===== src/rtl/vga_pkg.sv =====
// ---------------------------------------------------------------------------
// vga_pkg
//   Shared definitions for the VGA raster engine:
//     - default 640x480@60 timing constants,
//     - axis total / counter-width helper functions,
//     - colour-bar lookup used by the optional test pattern.
// ---------------------------------------------------------------------------
package vga_pkg;

    // Default 640x480@60 timing (25 MHz pixel clock from 100 MHz mclk)
    localparam int unsigned DEF_CLK_DIV  = 4;
    localparam int unsigned DEF_H_ACTIVE = 640;
    localparam int unsigned DEF_H_FP     = 16;
    localparam int unsigned DEF_H_SYNC   = 96;
    localparam int unsigned DEF_H_BP     = 48;
    localparam int unsigned DEF_V_ACTIVE = 480;
    localparam int unsigned DEF_V_FP     = 10;
    localparam int unsigned DEF_V_SYNC   = 2;
    localparam int unsigned DEF_V_BP     = 33;

    // Which channels a colour bar lights up
    typedef struct packed {
        logic r;
        logic g;
        logic b;
    } bar_mask_t;

    function automatic int unsigned axis_total(input int unsigned active,
                                               input int unsigned fp,
                                               input int unsigned sync,
                                               input int unsigned bp);
        return active + fp + sync + bp;
    endfunction

    // Minimal counter width for values 0..n-1, never narrower than one bit
    function automatic int unsigned cnt_width(input int unsigned n);
        return (n > 1) ? $clog2(n) : 1;
    endfunction

    // Bar k: bit 2 lights red, bit 1 green, bit 0 blue
    function automatic bar_mask_t colour_bar(input logic [2:0] k);
        bar_mask_t m;
        m.r = k[2];
        m.g = k[1];
        m.b = k[0];
        return m;
    endfunction

endpackage


===== src/rtl/vga_axis_cnt.sv =====
// ---------------------------------------------------------------------------
// vga_axis_cnt
//   One raster axis (used once for horizontal, once for vertical).
//   Counts 0..TOTAL-1 while en_i is high and decodes the axis window flags.
// Ports
//   clk       in   clock
//   rst_n     in   asynchronous reset, active low (counter -> 0)
//   en_i      in   advance the counter by one position this cycle
//   cnt_o     out  current position
//   active_o  out  cnt_o < ACTIVE
//   sync_o    out  sync level for cnt_o (POL inside the sync window, ~POL outside)
//   wrap_o    out  cnt_o is at its last position (TOTAL-1)
// ---------------------------------------------------------------------------
module vga_axis_cnt
    import vga_pkg::*;
#(
    parameter int unsigned TOTAL      = 800,
    parameter int unsigned SYNC_START = 656,
    parameter int unsigned SYNC_LEN   = 96,
    parameter int unsigned ACTIVE     = 640,
    parameter bit          POL        = 1'b0,
    localparam int unsigned W         = cnt_width(TOTAL)
) (
    input  logic         clk,
    input  logic         rst_n,
    input  logic         en_i,
    output logic [W-1:0] cnt_o,
    output logic         active_o,
    output logic         sync_o,
    output logic         wrap_o
);

    logic [W-1:0] cnt_q, cnt_d;
    logic [31:0]  cnt_ext;

    // Window bounds can reach TOTAL itself, so compare at 32 bits
    assign cnt_ext = 32'(cnt_q);

    assign wrap_o   = (cnt_q == W'(TOTAL - 1));
    assign active_o = (cnt_ext < ACTIVE);
    assign sync_o   = ((cnt_ext >= SYNC_START) && (cnt_ext < SYNC_START + SYNC_LEN)) ? POL : ~POL;
    assign cnt_o    = cnt_q;

    // NOTE: every always_comb output gets a default first so no path leaves it unassigned (no latch).
    always_comb begin
        cnt_d = cnt_q;
        if (en_i) begin
            cnt_d = wrap_o ? '0 : cnt_q + 1'b1;
        end
    end

    // NOTE: state registers use non-blocking assignment so all flops update together at the edge.
    always_ff @(posedge clk or negedge rst_n) begin
        if (!rst_n) begin
            cnt_q <= '0;
        end else begin
            cnt_q <= cnt_d;
        end
    end

endmodule


===== src/rtl/vga_timing_gen.sv =====
// ---------------------------------------------------------------------------
// vga_timing_gen
//   Parametrised VGA raster engine. Divides mclk to a pixel tick (pe), runs
//   the horizontal/vertical counters, asks the upstream source for the colour
//   of (pix_x, pix_y) and registers colour and syncs together so they reach
//   the pins aligned, exactly one pixel tick after the counters.
// Ports
//   mclk          in   system clock
//   rst_n         in   asynchronous reset, active low
//   tp_sel        in   colour-bar test pattern select (VGA_TEST_PATTERN_EN only)
//   pix_x/pix_y   out  current column / line
//   pix_req       out  current position is visible; upstream drives in_*
//   in_r/g/b      in   upstream colour, sampled on pe while pix_req=1
//   Hsync/Vsync   out  registered syncs (HS_POL/VS_POL = active level)
//   OutRed/Green/Blue out registered colour, black during blanking
//   frame_start   out  one-mclk pulse on the last pixel tick of each frame
//   Led           out  heartbeat, toggles every LED_FRAMES frames
// Configuration
//   VGA_TEST_PATTERN_EN: adds tp_sel, which swaps in_* for 8 vertical bars.
// ---------------------------------------------------------------------------
module vga_timing_gen
    import vga_pkg::*;
#(
    parameter int unsigned CLK_DIV    = DEF_CLK_DIV,
    parameter int unsigned H_ACTIVE   = DEF_H_ACTIVE,
    parameter int unsigned H_FP       = DEF_H_FP,
    parameter int unsigned H_SYNC     = DEF_H_SYNC,
    parameter int unsigned H_BP       = DEF_H_BP,
    parameter int unsigned V_ACTIVE   = DEF_V_ACTIVE,
    parameter int unsigned V_FP       = DEF_V_FP,
    parameter int unsigned V_SYNC     = DEF_V_SYNC,
    parameter int unsigned V_BP       = DEF_V_BP,
    parameter bit          HS_POL     = 1'b0,
    parameter bit          VS_POL     = 1'b0,
    parameter int unsigned RW         = 3,
    parameter int unsigned GW         = 3,
    parameter int unsigned BW         = 2,
    parameter int unsigned LED_FRAMES = 60,
    localparam int unsigned H_TOTAL   = axis_total(H_ACTIVE, H_FP, H_SYNC, H_BP),
    localparam int unsigned V_TOTAL   = axis_total(V_ACTIVE, V_FP, V_SYNC, V_BP),
    localparam int unsigned XW        = cnt_width(H_TOTAL),
    localparam int unsigned YW        = cnt_width(V_TOTAL)
) (
    input  logic          mclk,
    input  logic          rst_n,
`ifdef VGA_TEST_PATTERN_EN
    input  logic          tp_sel,
`endif
    output logic [XW-1:0] pix_x,
    output logic [YW-1:0] pix_y,
    output logic          pix_req,
    input  logic [RW-1:0] in_r,
    input  logic [GW-1:0] in_g,
    input  logic [BW-1:0] in_b,
    output logic          Hsync,
    output logic          Vsync,
    output logic [RW-1:0] OutRed,
    output logic [GW-1:0] OutGreen,
    output logic [BW-1:0] OutBlue,
    output logic          frame_start,
    output logic          Led
);

    localparam int unsigned PW = cnt_width(CLK_DIV);
    localparam int unsigned FW = cnt_width(LED_FRAMES);

    logic [PW-1:0] presc_q, presc_d;
    logic          pe;

    logic          h_active, h_sync, h_wrap;
    logic          v_active, v_sync, v_wrap;

    logic          hsync_q, hsync_d;
    logic          vsync_q, vsync_d;
    logic [RW-1:0] red_q, red_d;
    logic [GW-1:0] green_q, green_d;
    logic [BW-1:0] blue_q, blue_d;
    logic [FW-1:0] frm_q, frm_d;
    logic          led_q, led_d;

    logic [RW-1:0] src_r;
    logic [GW-1:0] src_g;
    logic [BW-1:0] src_b;

    // ---------------- pixel-tick prescaler ----------------
    // With CLK_DIV=1 the count stays at 0 and pe is high every cycle.
    assign pe = (presc_q == PW'(CLK_DIV - 1));

    always_comb begin
        presc_d = pe ? '0 : presc_q + 1'b1;
    end

    // ---------------- raster counters ----------------
    vga_axis_cnt #(
        .TOTAL      (H_TOTAL),
        .SYNC_START (H_ACTIVE + H_FP),
        .SYNC_LEN   (H_SYNC),
        .ACTIVE     (H_ACTIVE),
        .POL        (HS_POL)
    ) u_h_cnt (
        .clk      (mclk),
        .rst_n    (rst_n),
        .en_i     (pe),
        .cnt_o    (pix_x),
        .active_o (h_active),
        .sync_o   (h_sync),
        .wrap_o   (h_wrap)
    );

    // Vertical advances only when the line wraps, so both wrap on the same tick.
    vga_axis_cnt #(
        .TOTAL      (V_TOTAL),
        .SYNC_START (V_ACTIVE + V_FP),
        .SYNC_LEN   (V_SYNC),
        .ACTIVE     (V_ACTIVE),
        .POL        (VS_POL)
    ) u_v_cnt (
        .clk      (mclk),
        .rst_n    (rst_n),
        .en_i     (pe & h_wrap),
        .cnt_o    (pix_y),
        .active_o (v_active),
        .sync_o   (v_sync),
        .wrap_o   (v_wrap)
    );

    assign pix_req     = h_active & v_active;
    assign frame_start = pe & h_wrap & v_wrap;

    // ---------------- colour source ----------------
`ifdef VGA_TEST_PATTERN_EN
    localparam int unsigned BAR_W = (H_ACTIVE >= 8) ? H_ACTIVE / 8 : 1;

    logic [31:0] bar_idx;
    logic [2:0]  bar_k;
    bar_mask_t   bar;

    // Columns past the eighth bar (H_ACTIVE not a multiple of 8) stay on bar 7.
    assign bar_idx = 32'(pix_x) / BAR_W;
    assign bar_k   = (bar_idx > 32'd7) ? 3'd7 : bar_idx[2:0];
    assign bar     = colour_bar(bar_k);

    always_comb begin
        src_r = in_r;
        src_g = in_g;
        src_b = in_b;
        if (tp_sel) begin
            src_r = {RW{bar.r}};
            src_g = {GW{bar.g}};
            src_b = {BW{bar.b}};
        end
    end
`else
    always_comb begin
        src_r = in_r;
        src_g = in_g;
        src_b = in_b;
    end
`endif

    // ---------------- pin registers ----------------
    // Syncs and colour all capture the same counter state on pe, which is
    // what keeps them aligned one pixel tick behind pix_x/pix_y.
    always_comb begin
        hsync_d = hsync_q;
        vsync_d = vsync_q;
        red_d   = red_q;
        green_d = green_q;
        blue_d  = blue_q;
        if (pe) begin
            hsync_d = h_sync;
            vsync_d = v_sync;
            if (pix_req) begin
                red_d   = src_r;
                green_d = src_g;
                blue_d  = src_b;
            end else begin
                red_d   = '0;
                green_d = '0;
                blue_d  = '0;
            end
        end
    end

    // ---------------- heartbeat ----------------
    always_comb begin
        frm_d = frm_q;
        led_d = led_q;
        if (frame_start) begin
            if (frm_q == FW'(LED_FRAMES - 1)) begin
                frm_d = '0;
                led_d = ~led_q;
            end else begin
                frm_d = frm_q + 1'b1;
            end
        end
    end

    always_ff @(posedge mclk or negedge rst_n) begin
        if (!rst_n) begin
            presc_q <= '0;
            hsync_q <= ~HS_POL;
            vsync_q <= ~VS_POL;
            red_q   <= '0;
            green_q <= '0;
            blue_q  <= '0;
            frm_q   <= '0;
            led_q   <= 1'b0;
        end else begin
            presc_q <= presc_d;
            hsync_q <= hsync_d;
            vsync_q <= vsync_d;
            red_q   <= red_d;
            green_q <= green_d;
            blue_q  <= blue_d;
            frm_q   <= frm_d;
            led_q   <= led_d;
        end
    end

    assign Hsync    = hsync_q;
    assign Vsync    = vsync_q;
    assign OutRed   = red_q;
    assign OutGreen = green_q;
    assign OutBlue  = blue_q;
    assign Led      = led_q;

endmodule

===== config.mk =====
export PLATFORM = sky130hd
export DESIGN_NAME = vga_timing_gen
export DESIGN_NICKNAME = d
export VERILOG_FILES = /design/src/rtl/vga_pkg.sv /design/src/rtl/vga_axis_cnt.sv /design/src/rtl/vga_timing_gen.sv
export SDC_FILE = /design/constraint.sdc
export NUM_CORES = 1
export LEC_CHECK = 0
export ABC_AREA = 1
export CORE_MARGIN = 1.5
export CORE_UTILIZATION = 45
export CTS_BUF_LIST = sky130_fd_sc_hd__clkbuf_8 sky130_fd_sc_hd__clkbuf_16
export DETAILED_ROUTE_END_ITERATION = 12
export PLACE_DENSITY = 0.72
export SYNTH_ARGS = -nofsm -noshare
export SYNTH_HDL_FRONTEND = slang
export SYNTH_SLANG_ARGS = --single-unit

===== constraint.sdc =====
create_clock -name mclk -period 1.6 [get_ports mclk]
set_input_delay 0.32 -clock mclk [delete_from_list [all_inputs] [get_ports mclk]]
set_output_delay 0.32 -clock mclk [all_outputs]
set_load 0.01 [all_outputs]

==> flow_metrics.tcl, run 1 <==
set metrics [dict create \
    synthDistinctLibCells 27 \
    holdWs_ps 56.6 \
    grt_max_degree 40 \
    hold_violations 0 \
    final_cell_mix "77 x nand2_1, 62 x buf_4, 37 x dfrtp_1" \
    max_stage_delay_ps 360 \
    cts_tree "built" \
    cts-htree-levels 2 \
    clk_pin_slew_ps 80 \
    syn2layout_area_growth_pct 53.7 \
    max_freq_mhz 549 \
    final_max_slew_viol_count 0 \
    timing.rr.end "Led$_DFFE_PN0P_" \
    viasPerCell 5.07 \
    synth_edf_count 0 \
    antenna_cells 0 \
    rrSetupSlack_ps -90 \
    stdcell_count 449 \
    drive_gt1_frac 0.301 \
    power.leakage_uw 0.00161 \
    arrival_ps 1500 \
    synth_warnings 0 \
    critPathRequiredTime_ps 1280 \
    top_layer "met4" \
    final_common_cell "nand2_1" \
    r2r_start "u_v_cnt.cnt_o[1]$_DFFE_PN0N_" \
    violations "negative setup slack" \
    startpoint_type "flip-flop" \
    clockBufferDepth 2 \
    setup_slack_ps -222 \
    wl_met1_um 2700 \
    clk_latency_ps 310 \
    first_global_vias 2127 \
    gp_congestion 0.837 \
    peakVddDrop_mv 0.478 \
    hold_path_class "input port to asynchronous set/reset pin" \
    fin_crit_ps 1820 \
    numCtsBuffers 5 \
    drc 0 \
    core_area_mm2 0.00469 \
    met2_length_um 3160 \
    async_flop_share 1.00 \
    worstPathCellList "ha_2 > inv_1 > nor3_2 > nand4_1 > nor2_2 > buf_2" \
    drtPass1Iterations 4 \
    ys.flop_type "dfrtp_1" \
    cp.depth 6 \
    ys_top_cells_by_area "dfrtp_1 43%, nand2_1 14%, inv_1 5.9%, nor2_1 5.9%, o21ai_0 5.3%" \
    synth_nets 300 \
    final_nets 410 \
    slowest_stage "dfrtp_1" \
    cts-root-buf "clkbuf_8" \
    dp_cells 422 \
    period_share 1.14 \
    stdcell_area_mm2 0.00334 \
    maxSlewHeadroom 0.662 \
    antenna_left 0 \
    rsz0062_at_grt "true" \
    die_h_um 72.5 \
    ys_seq_area_frac 0.450 \
    start_util 0.464 \
    tightest_slew_ps 507 \
    die_area_mm2 0.00526 \
    critical_path_peak_fanout 2 \
    yosysTopAreaCell "dfrtp_1" \
    port_buffers 42 \
    status "complete, but fails checks" \
    reg2reg_depth 13 \
    syn_area_per_cell_um2 7.66 \
    setup_viol 3 \
    postCtsHoldBufs 0 \
    die_w_um 72.5 \
    wl_met3_um 212 \
    worstSetupEndpoint "frame_start" \
    wl_per_cell_um 13.8 \
    grt_pass1_wl_um 9520 \
    crit_start "u_h_cnt.cnt_o[1]$_DFFE_PN0N_" \
    synth-seq-cells 39 \
    maxCapViolCount 0 \
    critPathKind "flip-flop to primary output" \
    dpl_cell_area_mm2 0.00297 \
    end_kind "primary output" \
    grt_antenna_before_repair 0 \
    io_pins 43 \
    track_usage 0.236 \
    worstPathBufferInverterCount 2 \
    synth_top_area_frac 0.426 \
    wl_um 6210 \
    drt_iter0_drc 89 \
    syn_inst 284 \
    num_vias 2275 \
    rows 25 \
    powerDensity_mw_per_mm2 529 \
    path_delay_family "simple AND/OR/NAND/NOR gates" \
    fin_worst_skew_ps 1.91 \
    grt_overflow 0 \
    cts.sink_count 39 \
    syn_area_mm2 0.00218 \
    fillCellCount 359 \
    dp_hpwl_um 4020 \
]
[sequential cells by signal, summed over array words and instances, names as in the netlist]
register       cells
u_h_cnt.cnt_o     10
u_v_cnt.cnt_o     10
frm_q              6
OutGreen           3
OutRed             3
OutBlue            2
presc_q            2
Hsync              1
Led                1
Vsync              1
[where the power goes]
part           internal [uW]  switching, uW  leakage (uW)
Clock                    303            390     0.0000402
Combinational           40.4           35.0       0.00107
Sequential               995           5.62      0.000505
Total                   1340            430       0.00161
[per-stage QoR]
step,setup TNS (ps),util,total power [uW],setup WS [ps]
6_report,-334,0.713,1770,-222
5_1_grt,-972,0.713,1820,-275
3_5_place_dp,-473,0.633,1100,-346
3_3_place_gp,-368,0.633,1100,-266
4_1_cts,-263,0.667,1780,-204
2_1_floorplan,0,-,1030,135
[layer usage]
metal	up-vias	global-route usage
li1	1130	-
met5	-	0
met1	1087	0.304
met4	0	0.0881
met2	43	0.388
met3	15	0.0528
[area by class of cell]
class,count,area (um^2),area share
clock inverter,3,20.0,0.00599
inverter,34,128,0.0382
multi-input combinational,207,1190,0.356
clock buffer,5,68.8,0.0206
tap,54,67.6,0.0202
sequential,39,978,0.293
timing repair buffer,107,892,0.267
[repair_timing]
item / in CTS / in global routing
cloned: 0 / 1
setup buffers: 10 / 8
resized for setup: 41 / 45
pin swaps: 5 / 17
hold endpoints to repair: 0 / 0
setup endpoints to repair: 27 / 27
[how the worst min path moves through the flow]
stage               start                      to  slack (ps)
floorplan           rst_n         Led$_DFFE_PN0P_          20
global placement    rst_n  OutBlue[1]$_DFFE_PN0N_         410
detailed placement  rst_n  OutBlue[0]$_DFFE_PN0N_         410
CTS                 rst_n  OutBlue[0]$_DFFE_PN0N_          70
global route        rst_n   OutRed[0]$_DFFE_PN0N_          90
finish              rst_n  OutBlue[1]$_DFFE_PN0N_          60
[cells in the mapped netlist, drive strengths merged, types with 3 or more instances]
master,instances
nand2,84
dfrtp,37
nor2,37
inv,34
o21ai,27
nand3,18
nand4,11
xor2,7
ha,6
nor3,6
buf,5
a21oi,3
[cell families after synthesis]
family / share of synthesized area
adder cells (fa/ha/maj): 0.0345
XOR/XNOR: 0.0322
buffers and inverters: 0.0771
flip-flops: 0.450
AO/OA/AOI/OAI: 0.0753
AND/OR/NAND/NOR: 0.331
Power figures use the tool's default switching activity.
==> run 2, diff against run 1 <==
Settings changed: SLEW_MARGIN from default to 20.
==> results of run 2 <==
The final DEF is identical to that of run 1; final timing and power are the same.
==> run 3, diff against run 2 <==
Settings changed: PLACE_DENSITY 0.72 to 0.71, TNS_END_PERCENT from default to 10.
==> flow_metrics.tcl, run 3 (synthesis results as in run 1) <==
set metrics [dict create \
    track_usage 0.236 \
    seqPwrFrac 0.479 \
    powerDensity_mw_per_mm2 641 \
    setup_viol 4 \
    setup_slack_ps -164 \
    num_vias 2184 \
    first_global_vias 2143 \
    clk_latency_ps 300 \
    final_max_slew_viol_count 0 \
    clockBufferDepth 2 \
    drive_gt1_frac 0.251 \
    holdWs_ps 474 \
    pre_cts_slack_ps -305 \
    die_h_um 72.5 \
    p_comb_frac 0.040 \
    p_sw_uw 427 \
    power_uw 2090 \
    wl_per_cell_um 13.3 \
    sw_frac_of_total 0.204 \
    path_delay_family "flip-flops" \
    viasPerCell 4.95 \
    final_cell_mix "78 x nand2_1, 54 x buf_4, 37 x dfrtp_1" \
    critPathRequiredTime_ps 1280 \
    critical_path_peak_fanout 2 \
    start_util 0.464 \
    startpoint_type "flip-flop" \
    arrival_ps 1440 \
    cts_tree "built" \
    grt_overflow 0 \
    maxCapViolCount 0 \
    hold_path_class "flip-flop to flip-flop" \
    core_area_mm2 0.00469 \
    max_freq_mhz 567 \
    stdcell_count 441 \
    clkPwrFrac 0.481 \
    die_w_um 72.5 \
    numCtsBuffers 5 \
    grt_antenna_before_repair 0 \
    stdcell_area_mm2 0.00326 \
    fin_crit_ps 1760 \
    maxSlewHeadroom 0.731 \
    grt_pass1_wl_um 9600 \
    status "complete, but fails checks" \
    cts.sink_count 39 \
    rows 25 \
    drc 0 \
    dp_hpwl_um 4040 \
    cts-htree-levels 2 \
    slowest_stage "dfrtp_1" \
    period_share 1.10 \
    cts-root-buf "clkbuf_8" \
    max_stage_delay_ps 400 \
    antenna_left 0 \
    end_kind "primary output" \
    die_area_mm2 0.00526 \
    rsz0062_at_grt "true" \
    peakVddDrop_mv 0.557 \
    final_nets 402 \
    dp_cells 422 \
    violations "negative setup slack" \
    grt_max_degree 40 \
    syn2layout_area_growth_pct 49.9 \
    clk_pin_slew_ps 80 \
    rrSetupSlack_ps -30 \
    port_buffers 42 \
    hold_violations 0 \
    wl_um 5840 \
    power.leakage_uw 0.00158 \
    critPathKind "flip-flop to primary output" \
    drtPass1Iterations 4 \
    tightest_slew_ps 402 \
    drt_iter0_drc 114 \
    final_common_cell "nand2_1" \
    fin_worst_skew_ps 7.15 \
    worstPathBufferInverterCount 2 \
    dpl_cell_area_mm2 0.00298 \
    worstPathCellList "inv_2 > ha_4 > nand2_2 > nor2_2 > nand3_1 > nor2_1 > buf_2" \
    p_int_uw 1660 \
    antenna_cells 0 \
    gp_congestion 0.885 \
    io_pins 43 \
]
[run 3: worst reg2reg max path: cells and delay by family (launching register included)]
kind	cells	cell delay [ps]
simple gates	7	640
flops	1	370
buf+inv	3	340
fa+ha+maj	1	180
[run 3: power groups by stage]
stage	Sequential (uW)	Clock, uW	Combinational, uW
global placement	1020	0	80.6
finish	1000	1010	82.6
CTS	1000	1020	84.5
detailed placement	1020	0	82.7
global route	1000	1060	91.6
floorplan	1030	0	7.03
[run 3: per-layer routing]
metal	track usage	vias to the layer above	routed length, um
met1	0.300	1023	2570
met5	0	-	0
met2	0.403	44	2960
met4	0.0755	0	70
met3	0.0486	6	245
li1	-	1111	-
[run 3: final cells by class]
type,instances,area [um^2]
Clock buffer,5,68.8
Inverter,34,128
Tap cell,54,67.6
Multi-Input combinational cell,206,1110
Clock inverter,3,67.6
Fill cell,360,1430
Sequential cell,39,978
Timing Repair Buffer,100,845
[run 3: repair_timing]
| item | 4_1_cts | 5_1_grt |
|---|---|---|
| buffers inserted | 4 | 6 |
| pin swaps | 7 | 9 |
| resized for setup | 35 | 24 |
| endpoints found under the hold margin | 28 | 0 |
| hold buffers | 1 | 0 |
| endpoints found under the setup margin | 29 | 24 |
[run 3: path summary, 6_finish.rpt]
check,start,end,cells past startpoint
max reg2reg,u_h_cnt.cnt_o[1]$_DFFE_PN0N_,Led$_DFFE_PN0P_,11
min in group asynchronous,rst_n,OutRed[1]$_DFFE_PN0N_,3
max,u_v_cnt.cnt_o[1]$_DFFE_PN0N_,frame_start,7
max in group asynchronous,rst_n,Vsync$_DFFE_PN1N_,3
min,presc_q[1]$_DFF_PN0_,presc_q[1]$_DFF_PN0_,1
min reg2reg,presc_q[1]$_DFF_PN0_,presc_q[1]$_DFF_PN0_,1
[run 3: per-stage QoR]
stage / setup TNS (ps) / util
floorplan: 0 / -
global placement: -365 / 0.636
detailed placement: -471 / 0.636
CTS: -221 / 0.670
global route: -1170 / 0.695
finish: -224 / 0.695
